**src/rtl/mux_stream_pkg.sv**
```systemverilog
// Shared types for the N:1 streaming mux: arbitration FSM states and index-width helper.
package mux_stream_pkg;

  typedef enum logic {
    IDLE = 1'b0,
    LOCK = 1'b1
  } state_e;

  function automatic int sel_w(input int num_ch);
    return (num_ch > 1) ? $clog2(num_ch) : 1;
  endfunction

endpackage

```
**src/rtl/rr_arbiter_nto1.sv**
```systemverilog
// Round-robin pick: first valid channel after ptr_i with wrap-around; combinational, 0 cycles.
// No backpressure of its own; the caller only samples the grant while idle.
module rr_arbiter_nto1
  import mux_stream_pkg::*;
#(
  parameter  int NUM_CH = 4,
  localparam int SEL_W  = sel_w(NUM_CH)
) (
  input  logic [NUM_CH-1:0] valid_i,
  input  logic [SEL_W-1:0]  ptr_i,
  output logic              gnt_vld_o,
  output logic [SEL_W-1:0]  gnt_idx_o
);

  logic [SEL_W-1:0] idx;

  // Walk from the farthest candidate back to ptr+1 so the nearest valid one wins.
  always_comb begin
    gnt_vld_o = 1'b0;
    gnt_idx_o = '0;
    idx       = '0;
    for (int i = NUM_CH; i >= 1; i--) begin
      idx = SEL_W'((int'(ptr_i) + i) % NUM_CH);
      if (valid_i[idx]) begin
        gnt_vld_o = 1'b1;
        gnt_idx_o = idx;
      end
    end
  end

endmodule

```
**src/rtl/mux_stream_nto1.sv**
```systemverilog
// N:1 packet-locked stream mux with registered output; 1 cycle arbitration, 1 cycle in->out.
// in_ready of the locked channel follows the output slot (!out_valid || out_ready).
module mux_stream_nto1
  import mux_stream_pkg::*;
#(
  parameter  int NUM_CH = 4,
  parameter  int DATA_W = 8,
  localparam int SEL_W  = sel_w(NUM_CH)
) (
  input  logic                     clk,
  input  logic                     rst_n,
  input  logic                     mode,
  input  logic [SEL_W-1:0]         sel,
  input  logic [NUM_CH*DATA_W-1:0] in_data,
  input  logic [NUM_CH-1:0]        in_valid,
  input  logic [NUM_CH-1:0]        in_last,
  output logic [NUM_CH-1:0]        in_ready,
  output logic [DATA_W-1:0]        out_data,
  output logic                     out_valid,
  output logic                     out_last,
  input  logic                     out_ready,
  output logic [SEL_W-1:0]         cur_ch,
  output logic                     busy
);

  state_e              state_q, state_d;
  logic [SEL_W-1:0]    cur_ch_q, cur_ch_d;
  logic [SEL_W-1:0]    rr_ptr_q, rr_ptr_d;
  logic                busy_q, busy_d;
  logic [DATA_W-1:0]   out_data_q, out_data_d;
  logic                out_valid_q, out_valid_d;
  logic                out_last_q, out_last_d;

  logic [DATA_W-1:0]   ch_data [NUM_CH];
  logic [NUM_CH-1:0]   sel_oh, cur_oh;
  logic                man_vld, rr_vld, slot_free, beat_vld, beat_last, accept;
  logic [SEL_W-1:0]    rr_idx;

  for (genvar g = 0; g < NUM_CH; g++) begin : g_unpack
    assign ch_data[g] = in_data[g*DATA_W +: DATA_W];
  end

  // An out-of-range sel shifts the bit out entirely, so it can never grant.
  assign sel_oh    = {{(NUM_CH-1){1'b0}}, 1'b1} << sel;
  assign cur_oh    = {{(NUM_CH-1){1'b0}}, 1'b1} << cur_ch_q;
  assign man_vld   = |(in_valid & sel_oh);
  assign slot_free = !out_valid_q || out_ready;
  assign beat_vld  = |(in_valid & cur_oh);
  assign beat_last = |(in_last & cur_oh);
  assign accept    = (state_q == LOCK) && slot_free && beat_vld;

  rr_arbiter_nto1 #(
    .NUM_CH(NUM_CH)
  ) u_rr_arb (
    .valid_i  (in_valid),
    .ptr_i    (rr_ptr_q),
    .gnt_vld_o(rr_vld),
    .gnt_idx_o(rr_idx)
  );

  always_comb begin
    state_d     = state_q;
    cur_ch_d    = cur_ch_q;
    busy_d      = busy_q;
    rr_ptr_d    = rr_ptr_q;
    in_ready    = '0;
    out_data_d  = out_data_q;
    out_valid_d = out_valid_q;
    out_last_d  = out_last_q;

    if (out_valid_q && out_ready) begin
      out_valid_d = 1'b0;
    end

    case (state_q)
      IDLE: begin
        if (mode ? rr_vld : man_vld) begin
          cur_ch_d = mode ? rr_idx : sel;
          busy_d   = 1'b1;
          state_d  = LOCK;
        end
      end
      LOCK: begin
        if (slot_free) begin
          in_ready = cur_oh;
        end
        if (accept) begin
          out_data_d  = ch_data[cur_ch_q];
          out_last_d  = beat_last;
          out_valid_d = 1'b1;
          if (beat_last) begin
            rr_ptr_d = cur_ch_q;
            busy_d   = 1'b0;
            state_d  = IDLE;
          end
        end
      end
    endcase
  end

  always_ff @(posedge clk or negedge rst_n) begin
    if (!rst_n) begin
      state_q  <= IDLE;
      cur_ch_q <= '0;
      busy_q   <= 1'b0;
      rr_ptr_q <= SEL_W'(NUM_CH - 1);
    end else begin
      state_q  <= state_d;
      cur_ch_q <= cur_ch_d;
      busy_q   <= busy_d;
      rr_ptr_q <= rr_ptr_d;
    end
  end

  always_ff @(posedge clk or negedge rst_n) begin
    if (!rst_n) begin
      out_data_q  <= '0;
      out_valid_q <= 1'b0;
      out_last_q  <= 1'b0;
    end else begin
      out_data_q  <= out_data_d;
      out_valid_q <= out_valid_d;
      out_last_q  <= out_last_d;
    end
  end

  assign out_data  = out_data_q;
  assign out_valid = out_valid_q;
  assign out_last  = out_last_q;
  assign cur_ch    = cur_ch_q;
  assign busy      = busy_q;

endmodule

```
**config.mk**
```make
export PLATFORM = sky130hd
export DESIGN_NAME = mux_stream_nto1
export DESIGN_NICKNAME = d
export VERILOG_FILES = /design/src/rtl/mux_stream_pkg.sv /design/src/rtl/rr_arbiter_nto1.sv /design/src/rtl/mux_stream_nto1.sv
export SDC_FILE = /design/constraint.sdc
export NUM_CORES = 1
export LEC_CHECK = 0
export ABC_CLOCK_PERIOD_IN_PS = 2400
export CORE_MARGIN = 8
export CORE_UTILIZATION = 40
export DETAILED_ROUTE_END_ITERATION = 10
export PLACE_DENSITY = 0.85
export SLEW_MARGIN = 40
export SYNTH_ARGS = -nofsm -noshare
export SYNTH_HDL_FRONTEND = slang
export SYNTH_SLANG_ARGS = --single-unit
```
**constraint.sdc**
```tcl
create_clock -name clk -period 2.4 [get_ports clk]
set_input_delay 0.6 -clock clk [delete_from_list [all_inputs] [get_ports clk]]
set_output_delay 0.6 -clock clk [all_outputs]
set_load 0.02 [all_outputs]
```
==> impl_metrics.tcl <==
set metrics [dict create \
    synthCells 80 \
    worst_slew_pin_slew_ps 705.5 \
    final_nets 195 \
    hold_buffers 0 \
    max_slew_margin_pct 52.82 \
    synth_largest_area_cell "dfrtp_1" \
    fmax_ghz 0.4240 \
    combPwrFrac_pct 62.5 \
    sequentialPowerShare_pct 28.4 \
    clkTransAtPathRegs_ps 90 \
    cts_buffers 3 \
    vdd_drop_max_uv 656.5 \
    crit_required_ps 1800 \
    internal-power_uw 1209 \
    synthTopCellsByArea "dfrtp_1, mux4_2, mux2_2" \
    power_switching_uw 749.6 \
    slowest_stage "clkdlybuf4s50_1" \
    maxCapViolCount 0 \
    initial_core_util_pct 42.37 \
    grt.total_usage_pct 14.56 \
    fin_crit_sh_pct 98.27 \
    power_density_mw_per_mm2 1120 \
    worstSetupPathType "primary input to output port" \
    ys_types 29 \
    cts_tree "done" \
    ant_nets 0 \
    rsz0062_at_grt "no" \
    fin_skew_ps 3.849 \
    io_pins 63 \
    hold_viol 0 \
    wl_per_cell_um 18.44 \
    p_sw_share_pct 38.28 \
    synth_warnings 0 \
    drt_wl_total_um 3282 \
    grt_pass1_vias 984 \
    layout_common_cells "clkdlybuf4s50_1, dfrtp_1, mux2_2, mux4_2" \
    diodes 0 \
    place_congestion 0.8133 \
    fin_tns_setup_ps 0 \
    yosysSeqAreaShare_pct 38.38 \
    syn-cell-area_mm2 0.001050 \
    layout_commonest_cell "clkdlybuf4s50_1" \
    arrival_ps 1760 \
    syn_avg_cell_area_um2 13.12 \
    layout-drive-gt1-share_pct 27.03 \
    path_cells "clkdlybuf4s50_1 -> nand2b_1 -> and2_4 -> and3_1 -> clkdlybuf4s15_2" \
    core_region_area_mm2 0.002477 \
    clk_latency_ps 280 \
    timing.hold.ws_ps 484.6 \
    clk_path_buf_depth 2 \
    grt_antenna_before_repair 0 \
    fp-row-count 18 \
    dp_slack_ps -391.9 \
    critPathCaptureType "output port" \
    finalMaxSlewViolations 0 \
    die_width_um 67.23 \
    hold_class "flip-flop to flip-flop" \
    post-route-drc-count 0 \
    grt_pass1_wl_um 5043 \
    syn_to_final_growth_pct 66.51 \
    grt_overflow 0 \
    dpl-instance-area_mm2 0.001722 \
    finalSetupViolations 0 \
    post-route-util_pct 70.56 \
    synth-seq-cells 16 \
    clkPwrFrac_pct 9.1 \
    clock-root-buffer "clkbuf_4" \
    die_area_mm2 0.004520 \
    layout_min_cycle_time_ps 2359 \
    worst_slack_ps 41.41 \
    crit_fanout 5 \
    cp_slowest_stage_delay_ps 450 \
    synth_top_area_share_pct 33.37 \
    portBuffers 62 \
    dp_hpwl_um 2760 \
    via_per_inst 5.528 \
    cts_sinks 16 \
    final_area_mm2 0.001748 \
    drtIter0Drc 32 \
    drt-pass1-iter-count 4 \
    die_h_um 67.23 \
    critPathLaunchType "primary input" \
    syn_nets 126 \
    htree_levels 1 \
    grt_max_degree 17 \
    p_leak_uw 0.0007156 \
    status "complete, no violations" \
    dr_total_vias 984 \
]
==> synth_stat cells <==
master	n
nand3b_1	2
buf_6	2
nor3b_1	1
o21ai_0	1
nand3_2	1
nand2b_1	3
or4b_1	1
a2bb2oi_1	1
a311o_1	1
nand2_1	6
clkbuf_1	1
o22ai_1	1
nor2_1	4
and3_1	1
a21o_1	3
mux4_2	9
a31oi_1	2
inv_1	3
mux2_2	10
a211o_1	1
a21boi_0	1
dfstp_2	2
nand3_4	1
a21oi_1	3
o221a_2	1
and2_1	1
buf_2	1
dfrtp_1	14
mux4_1	2
==> metal layers <==
| metal | up-vias | part of all wire, % | global-route usage [%] |
|---|---|---|---|
| met3 | 2 | 12 | 3.974 |
| met1 | 479 | 40 | 17.68 |
| li1 | 450 | - | - |
| met5 | - | 0 | 0 |
| met2 | 53 | 47 | 24.13 |
| met4 | 0 | 0.64 | 5.483 |
==> registers in the layout (all words and copies together) (netlist names) <==
signal	cells
busy	1
cur_ch	2
out_data	8
out_last	1
out_valid	1
rr_ptr_q	2
state_q	1
==> critical path, delay by kind of cell <==
kind	cells	cell delay [ps]
and+or+nand+nor	3	450
buffers and inverters	2	710
==> path summary, 6_finish.rpt <==
path	from	endpoint	slack, ps	cells past startpoint
worst max-delay path	out_ready	in_ready[3]	40	5
worst min-delay path	out_last$_DFFE_PN0P_	out_last$_DFFE_PN0P_	480	2
worst max register to register	cur_ch[1]$_DFFE_PN0P_	out_data[3]$_DFFE_PN0P_	480	4
worst min register to register	out_last$_DFFE_PN0P_	out_last$_DFFE_PN0P_	480	2
max in group asynchronous	rst_n	cur_ch[1]$_DFFE_PN0P_	1180	1
min in group asynchronous	rst_n	out_data[3]$_DFFE_PN0P_	730	1
==> area by class of cell <==
type / instances / area, um^2
fill: 184 / 729.5
timing repair buffer: 68 / 651.9
multi-input combinational: 57 / 606.8
tap: 30 / 37.54
sequential: 16 / 404.1
clock buffer: 4 / 36.28
inverter: 3 / 11.26
==> power by group through the flow <==
stage               clock [uW]  sequential [uW]  combinational, uW
finish                     178              556               1220
global route               198              579               1300
CTS                        186              556               1250
detailed placement           0              561               1250
global placement             0              550               1220
floorplan                    0              644                658
==> repair_timing <==
item | in CTS | in global routing
endpoints found under the setup margin | 4 | 3
buffers inserted | 0 | 0
gates resized for setup | 13 | 3
==> stage by stage <==
step | std cells | total power (uW)
global route | 178 | 2081
detailed placement | 174 | 1813
finish | 178 | 1958
floorplan | 80 | 1302
global placement | 174 | 1772
CTS | 178 | 1987
==> cells by family (layout without fill, tap and decap cells) <==
logic type	Yosys count	count (layout)	synth area share [%]
compound gates	15	15	10.25
buf+inv	7	75	4.051
flops	16	16	38.38
mux	21	21	35.04
simple gates	21	21	12.28
Power figures use the tool's default switching activity.
